[config.mk]
export PLATFORM = sky130hd
export DESIGN_NAME = csr_unit
export DESIGN_NICKNAME = d
export VERILOG_FILES = /design/src/rtl/csr_unit.sv
export SDC_FILE = /design/constraint.sdc
export NUM_CORES = 1
export LEC_CHECK = 0
export BUFFER_PORTS_ARGS = -buffer_cell sky130_fd_sc_hd__buf_2
export CAP_MARGIN = 0
export CELL_PAD_IN_SITES_DETAIL_PLACEMENT = 1
export CELL_PAD_IN_SITES_GLOBAL_PLACEMENT = 2
export CORE_ASPECT_RATIO = 1.25
export CORE_MARGIN = 4
export CORE_UTILIZATION = 37
export CTS_BUF_LIST = sky130_fd_sc_hd__clkbuf_4
export DETAILED_ROUTE_END_ITERATION = 8
export PLACE_DENSITY_LB_ADDON = 0.1
export SYNTH_ARGS = -nofsm -noshare
export SYNTH_HDL_FRONTEND = slang
export SYNTH_SLANG_ARGS = --single-unit
[constraint.sdc]
create_clock -name clk -period 7.1 [get_ports clk]
set_input_delay 1.065 -clock clk [delete_from_list [all_inputs] [get_ports clk]]
set_output_delay 1.065 -clock clk [all_outputs]
set_load 0.05 [all_outputs]
[src/rtl/csr_unit.sv]
// Control/status register file: exception entry/return bookkeeping,
// interrupt status and enables, and a down-counting timer.
module csr_unit #(
    parameter logic [31:0] TID_RESET = 32'h0
) (
    input  logic        clk,
    input  logic        resetn,
    input  logic        csr_re,
    input  logic [13:0] csr_num,
    output logic [31:0] csr_rvalue,
    input  logic        csr_we,
    input  logic [31:0] csr_wmask,
    input  logic [31:0] csr_wvalue,
    input  logic        wb_ex,
    input  logic [5:0]  wb_ecode,
    input  logic [8:0]  wb_esubcode,
    input  logic [31:0] wb_pc,
    input  logic        ertn_flush,
    input  logic [7:0]  hw_int_in,
    input  logic        ipi_int_in,
    output logic [31:0] ex_entry,
    output logic [31:0] ertn_pc,
    output logic        has_int
);

    localparam logic [13:0] CSR_CRMD   = 14'h000;
    localparam logic [13:0] CSR_PRMD   = 14'h001;
    localparam logic [13:0] CSR_ECFG   = 14'h004;
    localparam logic [13:0] CSR_ESTAT  = 14'h005;
    localparam logic [13:0] CSR_ERA    = 14'h006;
    localparam logic [13:0] CSR_EENTRY = 14'h00C;
    localparam logic [13:0] CSR_SAVE0  = 14'h030;
    localparam logic [13:0] CSR_SAVE1  = 14'h031;
    localparam logic [13:0] CSR_SAVE2  = 14'h032;
    localparam logic [13:0] CSR_SAVE3  = 14'h033;
    localparam logic [13:0] CSR_TID    = 14'h040;
    localparam logic [13:0] CSR_TCFG   = 14'h041;
    localparam logic [13:0] CSR_TVAL   = 14'h042;
    localparam logic [13:0] CSR_TICLR  = 14'h044;

    logic [4:0]  crmd;
    logic [2:0]  prmd;
    logic [12:0] ecfg_lie;
    logic [1:0]  is_sw;
    logic [7:0]  is_hw;
    logic        is_ti;
    logic        is_ipi;
    logic [5:0]  ecode;
    logic [8:0]  esubcode;
    logic [31:0] era;
    logic [25:0] eentry;
    logic [31:0] save [4];
    logic [31:0] tid;
    logic [31:0] tcfg;
    logic [31:0] tval;

    // Reads are always combinational; the read enable carries no information here.
    logic unused_csr_re;
    assign unused_csr_re = csr_re;

    logic        sw_we;
    logic [31:0] wbits;
    logic [31:0] keep;
    assign sw_we = csr_we & ~wb_ex & ~ertn_flush;
    assign wbits = csr_wvalue & csr_wmask;
    assign keep  = ~csr_wmask;

    logic [4:0]  crmd_m;
    logic [2:0]  prmd_m;
    logic [12:0] ecfg_m;
    logic [1:0]  is_sw_m;
    logic [31:0] era_m;
    logic [25:0] eentry_m;
    logic [31:0] save_m;
    logic [31:0] tid_m;
    logic [31:0] tcfg_m;
    assign crmd_m   = wbits[4:0]   | (crmd     & keep[4:0]);
    assign prmd_m   = wbits[2:0]   | (prmd     & keep[2:0]);
    assign ecfg_m   = (wbits[12:0] | (ecfg_lie & keep[12:0])) & 13'h1BFF;
    assign is_sw_m  = wbits[1:0]   | (is_sw    & keep[1:0]);
    assign era_m    = wbits        | (era      & keep);
    assign eentry_m = wbits[31:6]  | (eentry   & keep[31:6]);
    assign save_m   = wbits        | (save[csr_num[1:0]] & keep);
    assign tid_m    = wbits        | (tid      & keep);
    assign tcfg_m   = wbits        | (tcfg     & keep);

    logic wr_crmd, wr_prmd, wr_ecfg, wr_estat, wr_era, wr_eentry;
    logic wr_save, wr_tid, wr_tcfg, wr_ticlr;
    assign wr_crmd   = sw_we && (csr_num == CSR_CRMD);
    assign wr_prmd   = sw_we && (csr_num == CSR_PRMD);
    assign wr_ecfg   = sw_we && (csr_num == CSR_ECFG);
    assign wr_estat  = sw_we && (csr_num == CSR_ESTAT);
    assign wr_era    = sw_we && (csr_num == CSR_ERA);
    assign wr_eentry = sw_we && (csr_num == CSR_EENTRY);
    assign wr_save   = sw_we && (csr_num[13:2] == CSR_SAVE0[13:2]);
    assign wr_tid    = sw_we && (csr_num == CSR_TID);
    assign wr_tcfg   = sw_we && (csr_num == CSR_TCFG);
    assign wr_ticlr  = sw_we && (csr_num == CSR_TICLR) && wbits[0];

    // A fresh TCFG write reloads the counter, so it also pre-empts a pending expiry.
    logic timer_fire;
    assign timer_fire = tcfg[0] && (tval == 32'd1) && !wr_tcfg;

    always_ff @(posedge clk or negedge resetn) begin
        if (!resetn) begin
            crmd <= 5'b01000;
            prmd <= 3'b000;
            era  <= 32'h0;
        end else if (wb_ex) begin
            prmd      <= crmd[2:0];
            crmd[2:0] <= 3'b000;
            era       <= wb_pc;
        end else if (ertn_flush) begin
            crmd[2:0] <= prmd;
        end else begin
            if (wr_crmd) crmd <= crmd_m;
            if (wr_prmd) prmd <= prmd_m;
            if (wr_era)  era  <= era_m;
        end
    end

    always_ff @(posedge clk or negedge resetn) begin
        if (!resetn) begin
            ecfg_lie <= '0;
            eentry   <= '0;
            tid      <= TID_RESET;
            for (int i = 0; i < 4; i++) save[i] <= '0;
        end else begin
            if (wr_ecfg)   ecfg_lie <= ecfg_m;
            if (wr_eentry) eentry   <= eentry_m;
            if (wr_tid)    tid      <= tid_m;
            if (wr_save)   save[csr_num[1:0]] <= save_m;
        end
    end

    always_ff @(posedge clk or negedge resetn) begin
        if (!resetn) begin
            is_sw    <= '0;
            is_hw    <= '0;
            is_ipi   <= 1'b0;
            is_ti    <= 1'b0;
            ecode    <= '0;
            esubcode <= '0;
        end else begin
            is_hw  <= hw_int_in;
            is_ipi <= ipi_int_in;
            if (wr_estat) is_sw <= is_sw_m;
            if (wb_ex) begin
                ecode    <= wb_ecode;
                esubcode <= wb_esubcode;
            end
            if (timer_fire)     is_ti <= 1'b1;
            else if (wr_ticlr)  is_ti <= 1'b0;
        end
    end

    // One-shot mode parks at zero; periodic mode reloads one cycle after reaching it.
    always_ff @(posedge clk or negedge resetn) begin
        if (!resetn) begin
            tcfg <= '0;
            tval <= 32'hFFFF_FFFF;
        end else if (wr_tcfg) begin
            tcfg <= tcfg_m;
            tval <= {tcfg_m[31:2], 2'b00};
        end else if (tcfg[0]) begin
            if (tval != 32'd0)  tval <= tval - 32'd1;
            else if (tcfg[1])   tval <= {tcfg[31:2], 2'b00};
        end
    end

    logic [12:0] estat_is;
    assign estat_is = {is_ipi, is_ti, 1'b0, is_hw, is_sw};

    always_comb begin
        csr_rvalue = 32'h0;
        case (csr_num)
            CSR_CRMD:   csr_rvalue = {27'b0, crmd};
            CSR_PRMD:   csr_rvalue = {29'b0, prmd};
            CSR_ECFG:   csr_rvalue = {19'b0, ecfg_lie};
            CSR_ESTAT:  csr_rvalue = {1'b0, esubcode, ecode, 3'b000, estat_is};
            CSR_ERA:    csr_rvalue = era;
            CSR_EENTRY: csr_rvalue = {eentry, 6'b0};
            CSR_SAVE0, CSR_SAVE1, CSR_SAVE2, CSR_SAVE3:
                        csr_rvalue = save[csr_num[1:0]];
            CSR_TID:    csr_rvalue = tid;
            CSR_TCFG:   csr_rvalue = tcfg;
            CSR_TVAL:   csr_rvalue = tval;
            default:    csr_rvalue = 32'h0;
        endcase
    end

    assign has_int  = crmd[2] & (|(estat_is & ecfg_lie));
    assign ex_entry = {eentry, 6'b0};
    assign ertn_pc  = era;

endmodule

* Word-level counts from Yosys, hierarchy flattened
Index checks and enable logic that the tools add are counted.
** Storage, ports and cells
- Output and inout bits :: 97
- Bits in registers :: 329
- Input bits :: 140
** Operators by class
- Equal/unequal tests :: 16
- $add $sub $neg :: 1
- Bitwise gates (word level) :: 27
- Reductions and logical operators :: 29
- Order comparisons :: 2
- Multiplexer cells :: 22
** Operators with widths (number)
- 32-bit two-way mux :: 10
- 32-bit one-hot mux with 10 select lines :: 1
- 32-bit bitwise AND :: 5
- 128-bit bitwise mux :: 1
- 32-bit bitwise OR :: 4
- 32-bit binary-select mux with 2-bit select :: 1
- 32-bit demux with 2-bit select :: 1
- 14-bit by 6-bit == test with 1-bit output (second input constant) :: 4
- 14-bit by 7-bit == test with 1-bit output (second input constant) :: 4
- 14-bit by 3-bit == test with 1-bit output (second input constant) :: 3
- 32-bit by 1-bit == test with 1-bit output (second input constant) :: 1
- 32-bit inverter :: 1
- 32-bit nonzero test :: 1
- 32-bit by 1-bit subtractor with 32-bit output (second input constant) :: 1
- 13-bit bitwise AND :: 2
- 26-bit bitwise AND :: 1
- 26-bit bitwise OR :: 1
- 3-bit two-way mux :: 6
- 14-bit by 1-bit == test with 1-bit output (second input constant) :: 1
- 14-bit by 4-bit == test with 1-bit output (second input constant) :: 1
- 1-bit logical AND :: 14
- 14-bit logical NOT :: 1
- 13-bit bitwise OR :: 1
- 13-bit OR reduction :: 1
- other kinds (20) :: 30

* Longest topological paths before layout
- Word-level depth :: 7
- Depth in mapped cells :: 10

* Worst setup path before layout
No wires, ideal clock.
- Path kind :: input to output
- Start :: input csr_num[5]
- End :: output csr_rvalue[5]
- Data arrival time :: 3.108 ns
- Stages :: 5
- Data required time :: 6.035 ns
- Slack :: 2.927 ns
- Path through :: or4_1 -> buf_4 -> nor4_4 -> a222oi_1 -> o211ai_1
** On the way
- Cells in the longest elaborated chain, start to end :: 3
** RTL lines
- start, declared :: RTL line 9 : input logic [13:0] csr_num,
- 14-bit by 6-bit == test with 1-bit output :: RTL line 176 : case (csr_num)
- 4-bit OR reduction :: RTL line 176
- 32-bit one-hot mux with 10 select lines (*) :: RTL line 176
- end, declared :: RTL line 10 : output logic [31:0] csr_rvalue,
Mark *: on every way between the ends. The rest lies on a longest branch, timed or not.

* Final worst setup path
- Start :: input csr_num[0]
- End :: output csr_rvalue[12]
** On the way
- Cells in the longest elaborated chain, start to end :: 5
** RTL lines
- 2-bit inverter with 3-bit output (not written as such) :: RTL line 184 : csr_rvalue = save[csr_num[1:0]];
- 32-bit binary-select mux with 2-bit select :: RTL line 184
- 32-bit two-way mux (not written as such) (2 in series) :: RTL line 184
- 32-bit one-hot mux with 10 select lines (*) :: RTL line 176
Mark *: on every way between the ends. The rest lies on a longest branch, timed or not. The select of a mux whose other input is x is not followed.

==> out/summary.txt <==
Status -> finished, final reports clean
Max-Cap Viols -> 0
Pre-CTS setup slack -> 1897 ps
Core Region -> 45280 µm²
Total wire length -> 66680 µm
Filler cell count -> 5185
GRT met2 Usage -> 44.13%
Seq/Total Area, Yosys -> 48.58%
First-pass iteration count of the detailed router -> 8
Starting Density -> 37.61%
Vias in the first global route -> 15.46k
Gr ovfl total -> 0
Mean Syn Cell Area -> 10.16 µm²
# IOs -> 237
Leading area contributor after synthesis -> dfrtp_1
Rows -> 87
Clock Sinks -> 329
Critical path type -> primary input to output pin
CTS-repair resized insts -> 0
CTS Hold Bufs -> 0
Max clock buf depth -> 3
Synth top cells by count -> nand2_1 (332), dfrtp_1 (296), o21ai_0 (173), mux2_2 (101), clkbuf_1 (94)
Final Total Pwr -> 4.045 mW
Most Crowded Layer GR -> met2
Nets -> 2030
Final hold violation count -> 0
Top post-synthesis cells by area -> dfrtp_1 (43%), nand2_1 (7.3%), mux2_2 (6.7%)
Count leader, synth -> nand2_1
Max stage delay cell, worst path -> buf_2
Clk_skew -> 42.86 ps
Netlist Area Pre-Place -> 17030 µm²
Critical R2R Launch -> tval[18]
Setup WS post-layout -> 1873 ps
Peak VDD IR -> 0.1049 mV
Critical Path, Cell by Cell -> buf_2 > buf_4 > or4bb_1 > nor3_1 > buf_4 > a222oi_1 > nand3_1 > buf_2
Critical path endpoint category -> output pin
Final max-slew violation count -> 0
Port-buffer cells -> 229
Post-Syn Instances -> 1676
Setup TNS Final -> 0 ps
Num CTS Buffers -> 91
Layout Cells excl Fill -> 2538
Total of warnings raised by yosys -> 0
Hold WS -> 350.4 ps
Synth Flop Type -> dfrtp_1
Area delta synth->final -> 16.35%
GR Util met1 -> 36.15%
Root Buffer -> clkbuf_4
Crit path DAT -> 4160 ps
First-pass GRT wire length -> 99820 µm
Die area -> 49550 µm²
P per Cell Area -> 204.1 nW/µm²
Die Y -> 247.9 µm
Post-route DRC -> 0
Total vias in the final route -> 14.84k
FF/Latch Area -> 8274 µm²
Detailed Place HPWL -> 46440 µm
Starting DRC count in detailed routing -> 1166
Die W -> 199.9 µm
Worst-path fanout max -> 25
Min Tclk post-route -> 5227 ps
EDFF count, synth -> 0
FF-to-FF path depth -> 6
Dpl cells -> 2373
Fmax achieved -> 191.3 MHz
Final GP Congestion -> 0.8633
Top-area cell type share of the netlist area -> 43.49%
Placed instance area -> 18630 µm²
Vias/cell -> 5.847
Post-CTS setup buffers -> 0
Final worst-path cycle share -> 73.62%
Largest net degree at the start of global routing -> 145
GRT Overall Usage -> 26.71%
H-tree Lvls -> 3
Worst Tran Pin Value -> 1148 ps
Post-route design area -> 19820 µm²
Slew HR -> 23.11%
Setup crit start kind -> primary input
Multi-input gate area -> 8220 µm²
Initial antenna violation count -> 3
Setup Viol. Count Final -> 0
Register-to-register setup slack -> 3320 ps
Unique cell type count in the Yosys netlist -> 73
Worst EP required -> 6030 ps
Max incr delay on CP -> 670 ps
Clock insertion delay at the later pin of the skew report -> 830 ps
Reg-to-reg critical path endpoint -> tval[6]
Layout cells sized above 1 -> 31.36%
Final Util -> 43.76%
Wirelength per Cell -> 26.27 µm
Routed Antenna Nets -> 0
P_leak -> 9.159 nW
Ys async rst share -> 100.0%
CTS tree -> yes
RSZ-0062 raised after global routing -> no
Met3 Resource Use GR -> 4.060%
Clock slew at reported path FFs -> 60 ps
Seq cells post-synth -> 329
Hold Path Class -> primary input to asynchronous set/reset pin
-- report_power, final --
| part | switching, mW | internal, mW |
|---|---|---|
| clock | 0.848 | 0.941 |
| sequential | 0.0311 | 1.91 |
| combinational | 0.234 | 0.0854 |
-- metal layers --
| metal | up-vias | wire length, µm |
|---|---|---|
| li1 | 6614 | - |
| met1 | 7650 | 28870 |
| met2 | 483 | 32710 |
| met3 | 92 | 3415 |
| met4 | 0 | 1683 |
| met5 | - | 0 |
-- cells by family (layout without fill, tap and decap cells) --
| logic type | count (synthesis) | count (layout) | share of synthesized area, % |
|---|---|---|---|
| AO/OA/AOI/OAI | 405 | 405 | 15.23 |
| other | 1 | 8 | 0.02202 |
| buffers and inverters | 151 | 428 | 3.820 |
| adder cells (fa/ha/maj) | 2 | 2 | 0.1469 |
| flip-flops | 329 | 329 | 48.58 |
| AND/OR/NAND/NOR | 555 | 555 | 15.14 |
| multiplexers | 226 | 226 | 16.70 |
| XOR/XNOR | 7 | 7 | 0.3600 |
-- critical path, delay by kind of cell --
kind | cells | cell delay [ps]
buffers and inverters | 4 | 1770
and+or+nand+nor | 3 | 670
AOI/OAI and AO/OA | 1 | 620
-- worst max path at each step --
stage	startpoint	to
2_1_floorplan	csr_num[5]	csr_rvalue[5]
3_3_place_gp	csr_num[0]	csr_rvalue[12]
3_5_place_dp	csr_num[9]	csr_rvalue[18]
4_1_cts	csr_num[9]	csr_rvalue[18]
5_1_grt	csr_num[9]	csr_rvalue[18]
6_report	csr_num[0]	csr_rvalue[12]
-- layout make-up --
class	instances	area share (%)
Antenna cell	2	0.02526
Clock buffer	142	5.380
Clock inverter	21	0.5620
Inverter	7	0.1326
Multi-Input combinational cell	1201	41.49
Sequential cell	329	41.76
Tap cell	578	3.650
Timing Repair Buffer	258	7.009
-- cells in the final DEF, fill, tap and decap left out, types with 5 or more instances in the layout --
master and instances:
clkinv_1 14, a21o_1 5, nand3_1 47, mux2_4 10, a211oi_1 10, o21ai_0 173, dfrtp_1 296, conb_1 6
buf_4 29, nand2_1 331, or2_2 5, o211ai_1 8, mux2i_1 79, or3_1 9, o22ai_1 10, buf_2 227
dfstp_2 33, nor4_2 5, a222oi_1 38, inv_1 7, nand4_1 8, mux4_2 32, nor2b_1 9, a22oi_1 56
or4_1 12, o41ai_1 5, a31oi_1 6, a21oi_1 45, o21ai_1 12, nor4_1 10, nor2_1 46, a221oi_1 5
a22o_1 6, mux2_2 101, clkbuf_4 142, nor3_1 30
Note: power is estimated with default switching activity, not from simulation.
